--- config.mk ---
export PLATFORM = sky130hd
export DESIGN_NAME = wb_irq_controller_flat
export DESIGN_NICKNAME = d
export VERILOG_FILES = /design/src/rtl/wb_irq_controller_if.sv /design/src/rtl/wb_irq_controller.sv /design/src/flat_wrapper.sv
export SDC_FILE = /design/constraint.sdc
export NUM_CORES = 1
export LEC_CHECK = 0
export BUFFER_PORTS_ARGS = -buffer_cell sky130_fd_sc_hd__buf_2
export CAP_MARGIN = 20
export CELL_PAD_IN_SITES_DETAIL_PLACEMENT = 0
export CELL_PAD_IN_SITES_GLOBAL_PLACEMENT = 1
export CORE_MARGIN = 2
export CORE_UTILIZATION = 39
export DETAILED_ROUTE_END_ITERATION = 16
export GPL_ROUTABILITY_DRIVEN = 0
export PLACE_DENSITY = 0.69
export SLEW_MARGIN = 15
export SYNTH_ARGS = -nofsm -noshare
export SYNTH_HDL_FRONTEND = slang
export SYNTH_SLANG_ARGS = --single-unit
--- constraint.sdc ---
create_clock -name clk_i -period 2.2 [get_ports clk_i]
set_input_delay 0.22 -clock clk_i [delete_from_list [all_inputs] [get_ports clk_i]]
set_output_delay 0.22 -clock clk_i [all_outputs]
set_load 0.02 [all_outputs]
--- src/rtl/wb_irq_controller_if.sv ---
// Wishbone B3 register-slave bus bundle for the interrupt controller.
// Byte address, 32-bit data, byte selects; ack/err terminate a cycle.
interface wb_irq_controller_if;
  logic [4:0]  wb_adr_i;
  logic [31:0] wb_dat_i;
  logic [3:0]  wb_sel_i;
  logic        wb_we_i;
  logic        wb_cyc_i;
  logic        wb_stb_i;
  logic [31:0] wb_dat_o;
  logic        wb_ack_o;
  logic        wb_err_o;

  modport master (
    output wb_adr_i, wb_dat_i, wb_sel_i, wb_we_i, wb_cyc_i, wb_stb_i,
    input  wb_dat_o, wb_ack_o, wb_err_o
  );

  modport slave (
    input  wb_adr_i, wb_dat_i, wb_sel_i, wb_we_i, wb_cyc_i, wb_stb_i,
    output wb_dat_o, wb_ack_o, wb_err_o
  );
endinterface

--- src/rtl/wb_irq_controller.sv ---
// Programmable interrupt controller on a Wishbone register slave: per-source
// enable, edge/level mode, polarity, software set/clear and lowest-index ID.
module wb_irq_controller #(
  parameter int unsigned NUM_IRQ     = 32,
  parameter int unsigned SYNC_STAGES = 2,
  parameter logic [31:0] POL_RESET   = 32'hFFFF_FFFF
) (
  input  logic               clk_i,
  input  logic               nrst_i,
  input  logic [NUM_IRQ-1:0] irq_src_i,
  wb_irq_controller_if.slave wb,
  output logic               irq_o
);

  localparam logic [31:0] IMPL_MASK = 32'hFFFF_FFFF >> (32 - NUM_IRQ);

  typedef enum logic [2:0] {
    REG_STATUS   = 3'd0,
    REG_PENDING  = 3'd1,
    REG_ENABLE   = 3'd2,
    REG_MODE     = 3'd3,
    REG_POLARITY = 3'd4,
    REG_CLEAR    = 3'd5,
    REG_SET      = 3'd6,
    REG_ID       = 3'd7
  } reg_e;

  logic [31:0] sync_q [SYNC_STAGES];
  logic [31:0] edgePrev_q, edgePrev_d;
  logic [31:0] pending_q, pending_d;
  logic [31:0] enable_q, enable_d;
  logic [31:0] mode_q, mode_d;
  logic [31:0] polarity_q, polarity_d;
  logic [31:0] datOut_q, datOut_d;
  logic        ack_q, ack_d, err_q, err_d, irq_q, irq_d;

  reg_e        regSel;
  logic        req, wrAcc;
  logic [31:0] byteMask, wrData, clrMask, setMask, chgMask;
  logic [31:0] syncOut, active, rise, status, idVal, rdData;
  logic        unusedAdr;

  assign unusedAdr = ^wb.wb_adr_i[1:0];

  always_comb begin
    regSel   = reg_e'(wb.wb_adr_i[4:2]);
    req      = wb.wb_cyc_i & wb.wb_stb_i & ~ack_q & ~err_q;
    err_d    = req & wb.wb_we_i & (regSel inside {REG_STATUS, REG_PENDING, REG_ID});
    ack_d    = req & ~err_d;
    wrAcc    = ack_d & wb.wb_we_i;
    byteMask = {{8{wb.wb_sel_i[3]}}, {8{wb.wb_sel_i[2]}},
                {8{wb.wb_sel_i[1]}}, {8{wb.wb_sel_i[0]}}};
    wrData   = wb.wb_dat_i & byteMask & IMPL_MASK;

    enable_d   = enable_q;
    mode_d     = mode_q;
    polarity_d = polarity_q;
    if (wrAcc && regSel == REG_ENABLE)   enable_d   = (enable_q & ~byteMask) | wrData;
    if (wrAcc && regSel == REG_MODE)     mode_d     = (mode_q & ~byteMask) | wrData;
    if (wrAcc && regSel == REG_POLARITY) polarity_d = (polarity_q & ~byteMask) | wrData;
    clrMask = (wrAcc && regSel == REG_CLEAR) ? wrData : 32'd0;
    setMask = (wrAcc && regSel == REG_SET)   ? wrData : 32'd0;

    syncOut = sync_q[SYNC_STAGES-1];
    active  = ~(syncOut ^ polarity_q) & IMPL_MASK;
    rise    = active & ~edgePrev_q;

    // Reconfiguring a bit discards its pending state; the edge history takes
    // the post-write active value so the change itself never looks like an edge.
    chgMask    = (mode_d ^ mode_q) | (polarity_d ^ polarity_q);
    pending_d  = ((mode_q & ((pending_q & ~clrMask) | rise | setMask)) |
                  (~mode_q & active)) & ~chgMask & IMPL_MASK;
    edgePrev_d = ~(syncOut ^ polarity_d) & IMPL_MASK;

    status = pending_q & enable_q;
    idVal  = 32'd0;
    for (int i = 31; i >= 0; i--) begin
      if (status[i]) idVal = {1'b1, 26'd0, 5'(i)};
    end

    unique case (regSel)
      REG_STATUS:   rdData = status;
      REG_PENDING:  rdData = pending_q;
      REG_ENABLE:   rdData = enable_q;
      REG_MODE:     rdData = mode_q;
      REG_POLARITY: rdData = polarity_q;
      REG_ID:       rdData = idVal;
      default:      rdData = 32'd0;
    endcase
    datOut_d = (ack_d && !wb.wb_we_i) ? rdData : 32'd0;
    irq_d    = |status;
  end

  always_ff @(posedge clk_i or negedge nrst_i) begin
    if (!nrst_i) begin
      for (int s = 0; s < int'(SYNC_STAGES); s++) sync_q[s] <= 32'd0;
      edgePrev_q <= 32'd0;
      pending_q  <= 32'd0;
      enable_q   <= 32'd0;
      mode_q     <= 32'd0;
      polarity_q <= POL_RESET & IMPL_MASK;
      datOut_q   <= 32'd0;
      ack_q      <= 1'b0;
      err_q      <= 1'b0;
      irq_q      <= 1'b0;
    end else begin
      sync_q[0] <= 32'(irq_src_i);
      for (int s = 1; s < int'(SYNC_STAGES); s++) sync_q[s] <= sync_q[s-1];
      edgePrev_q <= edgePrev_d;
      pending_q  <= pending_d;
      enable_q   <= enable_d;
      mode_q     <= mode_d;
      polarity_q <= polarity_d;
      datOut_q   <= datOut_d;
      ack_q      <= ack_d;
      err_q      <= err_d;
      irq_q      <= irq_d;
    end
  end

  assign wb.wb_dat_o = datOut_q;
  assign wb.wb_ack_o = ack_q;
  assign wb.wb_err_o = err_q;
  assign irq_o       = irq_q;

endmodule

--- src/flat_wrapper.sv ---
// flat-port wrapper written by rule: the top's interface ports become plain ports
module wb_irq_controller_flat 
#(
  parameter int unsigned NUM_IRQ     = 32,
  parameter int unsigned SYNC_STAGES = 2,
  parameter logic [31:0] POL_RESET   = 32'hFFFF_FFFF
)
  (clk_i, nrst_i, irq_src_i, irq_o, wb_wb_adr_i, wb_wb_dat_i, wb_wb_sel_i, wb_wb_we_i, wb_wb_cyc_i, wb_wb_stb_i, wb_wb_dat_o, wb_wb_ack_o, wb_wb_err_o);
  wb_irq_controller_if wb_i ();
  input  logic clk_i;
  input  logic nrst_i;
  input  logic [NUM_IRQ-1:0] irq_src_i;
  output logic irq_o;
  input wire logic [$bits(wb_i.wb_adr_i)-1:0] wb_wb_adr_i;
  input wire logic [$bits(wb_i.wb_dat_i)-1:0] wb_wb_dat_i;
  input wire logic [$bits(wb_i.wb_sel_i)-1:0] wb_wb_sel_i;
  input wire logic [$bits(wb_i.wb_we_i)-1:0] wb_wb_we_i;
  input wire logic [$bits(wb_i.wb_cyc_i)-1:0] wb_wb_cyc_i;
  input wire logic [$bits(wb_i.wb_stb_i)-1:0] wb_wb_stb_i;
  output wire logic [$bits(wb_i.wb_dat_o)-1:0] wb_wb_dat_o;
  output wire logic [$bits(wb_i.wb_ack_o)-1:0] wb_wb_ack_o;
  output wire logic [$bits(wb_i.wb_err_o)-1:0] wb_wb_err_o;
  assign wb_i.wb_adr_i = wb_wb_adr_i;
  assign wb_i.wb_dat_i = wb_wb_dat_i;
  assign wb_i.wb_sel_i = wb_wb_sel_i;
  assign wb_i.wb_we_i = wb_wb_we_i;
  assign wb_i.wb_cyc_i = wb_wb_cyc_i;
  assign wb_i.wb_stb_i = wb_wb_stb_i;
  assign wb_wb_dat_o = wb_i.wb_dat_o;
  assign wb_wb_ack_o = wb_i.wb_ack_o;
  assign wb_wb_err_o = wb_i.wb_err_o;
  wb_irq_controller #(.NUM_IRQ(NUM_IRQ), .SYNC_STAGES(SYNC_STAGES), .POL_RESET(POL_RESET)) u_core (.clk_i(clk_i), .nrst_i(nrst_i), .irq_src_i(irq_src_i), .wb(wb_i), .irq_o(irq_o));
endmodule
# Yosys cells after proc, flatten, opt, wreduce, memory -nomap -nowiden
# Index checks and enable logic that the tools add are counted.
# word_totals
register_bits	259
elab_cells	104
# op_classes
eq_ne	7
n_mux	38
bitwise	38
reduce_logical	10
# op_table
cell	count
$mux W32	37
$and A32 B32 Y32	10
$not A32 Y32	7
$or A32 B32 Y32	7
$pmux W32 S6	1
$xor A32 B32 Y32	4
$reduce_or A32 Y1	1
$eq A3 B3 Y1 const B	4
$and A1 B1 Y1	7
$eq A3 B2 Y1 const B	2
$logic_and A1 B1 Y1	6
$eq A3 B1 Y1 const B	1
$logic_not A3 Y1	1
$not A1 Y1	3
$reduce_bool A3 Y1	1
$logic_not A1 Y1	1

# Logic depth before layout (Yosys ltp)
# Gate-level depths: netlist (run 1).
# depth
word_depth	35
depth_mapped	8

# Worst setup path after synthesis (run 1)
# Ideal clock, no wire load.
# synth_timing
kind	reg2reg
from	register u_core.err_q, in the netlist u_core.wb.wb_err_o
to	register u_core.edgePrev_q[0]
setup_ns	0.123
arrival_ns	1.792
setup_slack_ns	0.285
path_stages_with_launch	7
path_buffers	1
synth_period_minus_slack_ns	1.915
cell_sequence	dfrtp_1 > nand4bb_4 > nor2_8 > buf_12 > nand3_4 > mux2_4 > xnor2_2
# synth_between
elab_chain_cells	11
# synth_rtl
element	line	source
from (decl)	wb_irq_controller.sv:35	logic ack_q, ack_d, err_q, err_d, irq_q, irq_d;
from (signal assigned)	wb_irq_controller.sv:116	err_q <= err_d;
$not A1 Y1 *	wb_irq_controller.sv:47	req = wb.wb_cyc_i & wb.wb_stb_i & ~ack_q & ~err_q;
$and A1 B1 Y1 *	wb_irq_controller.sv:47	
$and A1 B1 Y1 (2 in series)	wb_irq_controller.sv:48	err_d = req & wb.wb_we_i & (regSel inside {REG_STATUS, REG_PENDING, REG_ID});
$not A1 Y1	wb_irq_controller.sv:49	ack_d = req & ~err_d;
$and A1 B1 Y1 *	wb_irq_controller.sv:49	
$and A1 B1 Y1 *	wb_irq_controller.sv:50	wrAcc = ack_d & wb.wb_we_i;
$logic_and A1 B1 Y1 *	wb_irq_controller.sv:60	if (wrAcc && regSel == REG_POLARITY) polarity_d = (polarity_q & ~byteMask) | wrData;
$mux W32 *	wb_irq_controller.sv:60	
via u_core.polarity_d[0]	wb_irq_controller.sv:33	logic [31:0] polarity_q, polarity_d;
$xor A32 B32 Y32 *	wb_irq_controller.sv:73	edgePrev_d = ~(syncOut ^ polarity_d) & IMPL_MASK;
$not A32 Y32 *	wb_irq_controller.sv:73	
via u_core.edgePrev_d[0]	wb_irq_controller.sv:29	logic [31:0] edgePrev_q, edgePrev_d;
to (signal assigned)	wb_irq_controller.sv:109	edgePrev_q <= edgePrev_d;
to (decl)	wb_irq_controller.sv:29	
# The timed path passes the listed nets; every way through them passes the cells marked *.
# A chain may end at the register's enable or synchronous reset.

# Worst setup path after layout (run 1)
# layout_timing
from	register u_core.err_q, in the netlist u_core.wb.wb_err_o
to	register u_core.edgePrev_q[29]
# The elaborated chain is that of the path after synthesis.

==> results of run 1 <==
synthesized netlist by cell type, drive strengths merged (6+ instances only):
cell      n
inv       9
a21oi   116
nand3    25
a222oi   20
xor2     32
dfrtp   227
buf      18
xnor2    84
a21o     20
dfstp    32
clkbuf   41
a22o     30
o22ai    31
nor2     45
a211oi    8
nand2    93
nor3     10
o21ai     8
a22oi     8
mux2i     6
mux2    108
o211ai   12
layer usage:
layer | global-route usage, % | vias up | part of all wire (%)
met5 | 0 | - | 0
met4 | 5.19 | 0 | 2.1
met3 | 2.59 | 47 | 4.3
met2 | 32.2 | 219 | 46
met1 | 29.1 | 4450 | 47
li1 | - | 4185 | -
timing repair:
action	CTS	global route
hold buffers	51	0
setup endpoints to repair	0	0
endpoints found under the hold margin	117	0
per-stage QoR:
stage	std cells	worst slack, ns	total power, mW	instance area [um^2]	util (%)
2_1_floorplan	1043	0.285	7.31	12300	-
3_3_place_gp	1553	0.129	8.02	13700	43.6
3_5_place_dp	1553	0.115	8.07	13700	43.6
4_1_cts	1658	0.117	13.2	15200	48.3
5_1_grt	1658	0.00189	13.7	15200	48.3
6_report	1658	0.115	13.0	15200	48.3
layout make-up:
cell class | count | share of cell area (%)
inverters | 9 | 0.239
repair buffers | 218 | 10.5
well taps | 402 | 3.31
multi-input cells | 716 | 36.4
clock buffers | 39 | 5.36
clock inverters | 15 | 1.17
flip-flops and latches | 259 | 43.0
power by group:
part | switching [mW] | internal [mW] | leakage, nW
combinational | 1.03 | 1.12 | 3.25
sequential | 0.560 | 5.35 | 3.17
clock | 2.00 | 2.96 | 0.471
total | 3.59 | 9.43 | 6.89
path summary, 6_finish.rpt:
check | start | to | slack [ns] | depth (start not counted)
worst max-delay path | u_core.wb.wb_err_o | u_core.edgePrev_q[29] | 0.12 | 5
worst min register to register | u_core.sync_q[56] | u_core.syncOut[24] | 0.34 | 0
worst max register to register | u_core.wb.wb_err_o | u_core.edgePrev_q[29] | 0.12 | 5
worst min-delay path | wb_wb_dat_i[19] | flip-flop | 0.02 | 2
min in group asynchronous | nrst_i | u_core.sync_q[45] | 0.23 | 2
max in group asynchronous | nrst_i | u_core.polarity_q[21] | 1.23 | 3
cells by family (layout without fill, tap and decap cells):
group,Yosys count,in the layout,share of synthesized area [%]
DFF,259,259,52.8
muxes,114,114,11.1
xor gates and xnor gates,116,116,9.20
and+or+nand+nor,200,200,8.85
AOI/OAI and AO/OA,286,286,15.6
buffers and inverters,68,281,2.44
worst max-delay path, cell delays in order, from the launching register on:
cell                        delay (ns)
sky130_fd_sc_hd__dfrtp_1          0.39
sky130_fd_sc_hd__nand4bb_4        0.31
sky130_fd_sc_hd__nor2_8           0.32
sky130_fd_sc_hd__nand3_2          0.40
sky130_fd_sc_hd__mux2_2           0.42
sky130_fd_sc_hd__xnor2_1          0.13
==> out/qor.txt, run 1 <==
overflow left after global routing: 0
total clock sinks: 259
CP startpoint kind: flip-flop
netlist area before placement: 0.0123 mm^2
half-perimeter wire length after detailed placement: 22,100 um
clock tree from TritonCTS: yes
number of nets in the layout: 1,311
most common cell after layout, fill and taps aside: sky130_fd_sc_hd__dfrtp_1
post-detailed-routing wire length: 32,600 um
count of buffers added by post-CTS timing repair for setup: 0
worst clock skew: 0.0157 ns
EDFF count, synth: 0
average instance area after synthesis: 11.8 um^2
leakage: 6.89 nW
result of the run: finished clean
clock transition at the registers of the reported paths: 0.06 ns
unrepaired setup endpoints after global routing: false
Worst Path Required: 2.64 ns
Setup Crit Path Kind: reg2reg
Placement Rows: 65
insertion delay to the later sink of the worst-skew pair: 0.56 ns
top cell type by total area after synthesis: sky130_fd_sc_hd__dfrtp_1
die area: 0.0331 mm^2
min-delay worst type: in2reg
average wire length per cell after detail routing: 19.7 um
worst hold slack: 0.0242 ns
Pre-Repair DR Iteration Count: 6
Primary FF master, synth: sky130_fd_sc_hd__dfrtp_1
die height: 182 um
combined flip-flop and latch cell area: 0.00652 mm^2
Post-Syn Instances: 1,043
largest driver fanout on the critical path: 13
most frequent cells in the layout: sky130_fd_sc_hd__dfrtp_1 (227), sky130_fd_sc_hd__a21oi_1 (116), sky130_fd_sc_hd__buf_2 (109), sky130_fd_sc_hd__nand2_1 (90), sky130_fd_sc_hd__mux2_2 (80)
number of fill cells: 2,917
Std-Cell Core Area: 0.0314 mm^2
CTS resizes: 0
Post-Synthesis Net Count: 1,121
Horiz. Die Dim: 182 um
routed vias/inst: 5.37
maximum number of pins on one net before global-route repair: 68
slew at the pin closest to its max-slew limit: 0.745 ns
number of max-cap violations: 0
antenna violations before repair: 0
count of buffers inserted at the top-level ports: 110
GRT Overall Usage: 20.1%
Power per Cell Area: 858 mW/mm^2
total negative slack for setup checks: 0 ns
number of top-level pins: 113
Period minus WS final: 2.08 ns
fraction of the yosys area taken by sequential cells: 52.8%
worst slew margin relative to its limit: 50.1%
hold violation count in the final report: 0
depth of the CTS H-tree: 1
Detailed Route Iter0 Violations: 721
share of post-route cells with drive strength above 1: 31.8%
initial core utilization: 39.3%
sort of element at the end of the critical path: flip-flop
CP arrival: 2.53 ns
share of flip-flops with an asynchronous set or reset after synthesis: 100%
count of inserted antenna diode cells: 0
area of the multi-input gates: 0.00553 mm^2
number of warnings reported in the yosys synthesis log: 0
number of buffers on the longest clock path: 3
endpoints failing setup: 0
layout-stage area growth over the synthesis result: 22.9%
crit share post-route: 94.8%
area share of the largest cell type after synthesis: 46.0%
achievable clock frequency: 0.480 GHz
Final Slew Violations: 0
worst supply voltage drop on vdd: 0.554 mV
post-route DRC violation count: 0
global-route wire length before repair: 52,400 um
vias in the first global route: 9,116
overall via count from detail_route: 8,901
top cells by area, synth: sky130_fd_sc_hd__dfrtp_1 (46%), sky130_fd_sc_hd__mux2_2 (7.3%), sky130_fd_sc_hd__dfstp_2 (6.8%), sky130_fd_sc_hd__xnor2_1 (4.8%), sky130_fd_sc_hd__a21oi_1 (4.7%)
TritonCTS Buffers: 29
root buffer cell: sky130_fd_sc_hd__clkbuf_16
Detail Route Antenna Nets: 0
FF+latch count, synth: 259
Distinct cells, synth: 68
Power figures use the tool's default switching activity.
==> inputs of run 2 (changes only) <==
--- a/config.mk
+++ b/config.mk
@@ -5,6 +5,7 @@
 export SDC_FILE = /design/constraint.sdc
 export NUM_CORES = 1
 export LEC_CHECK = 0
+export ABC_AREA = 1
 export BUFFER_PORTS_ARGS = -buffer_cell sky130_fd_sc_hd__buf_2
 export CAP_MARGIN = 20
 export CELL_PAD_IN_SITES_DETAIL_PLACEMENT = 0
@@ -13,7 +14,8 @@
 export CORE_UTILIZATION = 39
 export DETAILED_ROUTE_END_ITERATION = 16
 export GPL_ROUTABILITY_DRIVEN = 0
-export PLACE_DENSITY = 0.69
+export PLACE_DENSITY = 0.72
+export SETUP_SLACK_MARGIN = 0.4
 export SLEW_MARGIN = 15
 export SYNTH_ARGS = -nofsm -noshare
 export SYNTH_HDL_FRONTEND = slang
==> run 2 against run 1 <==
The run now ends with negative setup slack left. Clock-buffer cell count up 2. Routed wire length up 10%. Highest routed layer is now met5. First-iteration DRC count increased by 0.28%.
==> out/qor.txt, run 2 <==
result of the run: complete, but fails checks (was finished clean)
violations in the final reports: negative setup slack
cell count after placement: 1,838 (was 1,553)
min-delay worst type: in2reg (unchanged)
Detail Route Antenna Nets: 0 (unchanged)
Setup Crit Path Kind: reg2reg (unchanged)
largest driver fanout on the critical path: 2 (was 13)
average instance area after synthesis: 9.03 um^2 (was 11.8 um^2)
count of inserted antenna diode cells: 0 (unchanged)
FF+latch count, synth: 259 (unchanged)
Post-Synthesis Net Count: 1,390 (was 1,121)
worst slew margin relative to its limit: 67.5% (was 50.1%)
overall via count from detail_route: 10,400 (was 8,901)
most frequent cell after synthesis: sky130_fd_sc_hd__nand2_1 (was sky130_fd_sc_hd__dfrtp_1)
post-route DRC violation count: 0 (unchanged)
worst supply voltage drop on vdd: 0.664 mV (was 0.554 mV)
GRT Overall Usage: 21.8% (was 20.1%)
vias in the first global route: 9,677 (was 9,116)
hold violation count in the final report: 0 (unchanged)
number of max-cap violations: 0 (unchanged)
Worst Path Required: 2.63 ns (was 2.64 ns)
slew at the pin closest to its max-slew limit: 0.485 ns (was 0.745 ns)
Std-Cell Core Area: 0.0298 mm^2 (was 0.0314 mm^2)
top post-synthesis cells by count: sky130_fd_sc_hd__nand2_1 (273), sky130_fd_sc_hd__dfrtp_1 (227), sky130_fd_sc_hd__inv_1 (157), sky130_fd_sc_hd__o21ai_0 (122), sky130_fd_sc_hd__nor2_1 (91) (was sky130_fd_sc_hd__dfrtp_1 (227), sky130_fd_sc_hd__a21oi_1 (116), sky130_fd_sc_hd__nand2_1 (90), sky130_fd_sc_hd__mux2_2 (80), sky130_fd_sc_hd__xnor2_1 (68))
achievable clock frequency: 0.428 GHz (was 0.480 GHz)
total negative slack for setup checks: -0.137 ns (was 0 ns)
Worst path max stage delay: 0.39 ns (was 0.42 ns)
top cells by area, synth: sky130_fd_sc_hd__dfrtp_1 (48%), sky130_fd_sc_hd__nand2_1 (8.7%), sky130_fd_sc_hd__dfstp_2 (7.1%), sky130_fd_sc_hd__o21ai_0 (5.2%), sky130_fd_sc_hd__inv_1 (5.0%) (was sky130_fd_sc_hd__dfrtp_1 (46%), sky130_fd_sc_hd__mux2_2 (7.3%), sky130_fd_sc_hd__dfstp_2 (6.8%), sky130_fd_sc_hd__xnor2_1 (4.8%), sky130_fd_sc_hd__a21oi_1 (4.7%))
Distinct cells, synth: 41 (was 68)
die height: 178 um (was 182 um)
TritonCTS Buffers: 29 (unchanged)
fraction of the yosys area taken by sequential cells: 55.0% (was 52.8%)
number of buffers on the longest clock path: 3 (unchanged)
final setup slack of the worst path: -0.137 ns (was 0.115 ns)
sort of element at the end of the critical path: flip-flop (unchanged)
global-route wire length before repair: 53,600 um (was 52,400 um)
most common cell after layout, fill and taps aside: sky130_fd_sc_hd__nand2_1 (was sky130_fd_sc_hd__dfrtp_1)
total clock sinks: 259 (unchanged)
Period minus WS final: 2.34 ns (was 2.08 ns)
netlist area before placement: 0.0118 mm^2 (was 0.0123 mm^2)
number of nets in the layout: 1,690 (was 1,311)
Horiz. Die Dim: 178 um (was 182 um)
unrepaired setup endpoints after global routing: true (was false)
Detailed Route Iter0 Violations: 723 (was 721)
Placement Rows: 63 (was 65)
maximum number of pins on one net before global-route repair: 63 (was 68)
half-perimeter wire length after detailed placement: 22,400 um (was 22,100 um)
number of warnings reported in the yosys synthesis log: 0 (unchanged)
Power per Cell Area: 837 mW/mm^2 (was 858 mW/mm^2)
layout-stage area growth over the synthesis result: 47.9% (was 22.9%)
post-detailed-routing wire length: 36,000 um (was 32,600 um)
CP startpoint kind: flip-flop (unchanged)
clock transition at the registers of the reported paths: 0.06 ns (about the same)
initial core utilization: 39.8% (was 39.3%)
overflow left after global routing: 0 (unchanged)
crit share post-route: 106% (was 94.8%)
top cell type by total area after synthesis: sky130_fd_sc_hd__dfrtp_1 (unchanged)
number of standard cells in the final layout excluding fillers: 2,024 (was 1,658)
Post-Syn Instances: 1,312 (was 1,043)
worst hold slack: 0.0168 ns (was 0.0242 ns)
depth of the CTS H-tree: 1 (unchanged)
CP arrival: 2.77 ns (was 2.53 ns)
most numerous cell on the critical path: sky130_fd_sc_hd__nand2_1
average wire length per cell after detail routing: 17.8 um (was 19.7 um)
worst clock skew: 0.00803 ns (was 0.0157 ns)
EDFF count, synth: 0 (unchanged)
insertion delay to the later sink of the worst-skew pair: 0.56 ns (about the same)
endpoints failing setup: 1 (was 0)
die area: 0.0318 mm^2 (was 0.0331 mm^2)
antenna violations before repair: 1 (was 0)
Pre-Repair DR Iteration Count: 5 (was 6)
root buffer cell: sky130_fd_sc_hd__clkbuf_16 (unchanged)
area share of the largest cell type after synthesis: 48.0% (was 46.0%)
Final Slew Violations: 0 (unchanged)
most frequent cells in the layout: sky130_fd_sc_hd__nand2_1 (246), sky130_fd_sc_hd__dfrtp_1 (225), sky130_fd_sc_hd__inv_1 (136), sky130_fd_sc_hd__buf_2 (109), sky130_fd_sc_hd__nor2_1 (65) (was sky130_fd_sc_hd__dfrtp_1 (227), sky130_fd_sc_hd__a21oi_1 (116), sky130_fd_sc_hd__buf_2 (109), sky130_fd_sc_hd__nand2_1 (90), sky130_fd_sc_hd__mux2_2 (80))
share of post-route cells with drive strength above 1: 33.5% (was 31.8%)
standard cell with the maximum stage delay on the critical path: sky130_fd_sc_hd__dfrtp_1 (was sky130_fd_sc_hd__mux2_2)
Power Total: 14.7 mW (was 13.0 mW)
Primary FF master, synth: sky130_fd_sc_hd__dfrtp_1 (unchanged)
routed vias/inst: 5.13 (was 5.37)
leakage: 8.08 nW (was 6.89 nW)
count of buffers inserted at the top-level ports: 110 (unchanged)
share of flip-flops with an asynchronous set or reset after synthesis: 100% (unchanged)
number of top-level pins: 113 (unchanged)
clock tree from TritonCTS: yes (unchanged)
run 2: cell types whose count changed after synthesis, moves of 32 or more:
| cell | change |
|---|---|
| sky130_fd_sc_hd__nor2_1 | +48 |
| sky130_fd_sc_hd__a21oi_1 | -62 |
| sky130_fd_sc_hd__inv_1 | +150 |
| sky130_fd_sc_hd__nand2_1 | +183 |
| sky130_fd_sc_hd__xnor2_1 | -42 |
| sky130_fd_sc_hd__o21ai_0 | +115 |
| sky130_fd_sc_hd__xor2_1 | +32 |
| sky130_fd_sc_hd__mux2_2 | -80 |
run 2: critical path: cells and delay by family (launching register included):
kind | cells | cell delay [ns]
DFF | 1 | 0.39
buffers and inverters | 1 | 0.04
AOI/OAI and AO/OA | 1 | 0.05
and+or+nand+nor | 32 | 1.73
run 2: path summary, 6_finish.rpt:
kind / from / endpoint / slack, ns / cells after the start
max: u_core.pending_q[31] / u_core.wb.wb_dat_o[0] / -0.14 / 34
min: wb_wb_dat_i[8] / flip-flop / 0.02 / 3
max reg2reg: u_core.pending_q[31] / u_core.wb.wb_dat_o[0] / -0.14 / 34
min reg2reg: u_core.sync_q[34] / u_core.syncOut[2] / 0.35 / 0
max in group asynchronous: nrst_i / u_core.polarity_q[23] / 1.25 / 3
min in group asynchronous: nrst_i / u_core.sync_q[41] / 0.19 / 2
run 2: timing repair:
action                                  4_1_cts  5_1_grt
pin swaps                                    86       72
gates cloned                                  6        6
hold endpoints to repair                    110        0
endpoints found under the setup margin       48      185
hold buffers                                 57        0
gates resized for setup                     160      264
buffers inserted                             36       28
run 2: where the power goes:
part	total (mW)	internal [mW]	leakage, nW	switching (mW)
registers	6.24	5.55	3.19	0.688
logic	3.33	1.59	4.39	1.75
clock network	5.10	3.14	0.494	1.96
total	14.7	10.3	8.08	4.40
run 2: cells by family (layout without fill, tap and decap cells):
family / Yosys count / count (layout) / synth area share (%)
xor+xnor: 90 / 90 / 6.65
flops: 259 / 259 / 55.0
buf+inv: 211 / 533 / 6.84
compound gates: 326 / 326 / 16.7
simple gates: 426 / 426 / 14.7
run 2: metrics by stage:
step	area, um^2	utilization [%]	setup slack [ns]
after floorplan	12300	-	0.207
after global placement	13700	46.0	-0.0916
after detailed placement	13700	46.0	-0.0666
after CTS	16300	54.6	-0.0983
after global routing	17500	58.8	-0.432
final	17500	58.8	-0.137
run 2: per-layer routing:
layer  track usage, %  share of wire, %  up-vias
met1             31.0                45     5056
met3             3.41               5.6       84
met4             7.32               3.5        2
met2             34.2                46      285
met5                0             0.036        -
li1                 -                 -     4952
run 2: area by class of cell:
| type | count | area [um^2] |
|---|---|---|
| timing repair buffer | 308 | 2890 |
| clock inverter | 12 | 189 |
| clock buffer | 41 | 811 |
| sequential | 259 | 6520 |
| timing repair inverter | 1 | 11.3 |
| inverter | 171 | 694 |
| multi-input combinational | 842 | 5920 |
| fill | 2564 | 12300 |
| tap | 390 | 488 |
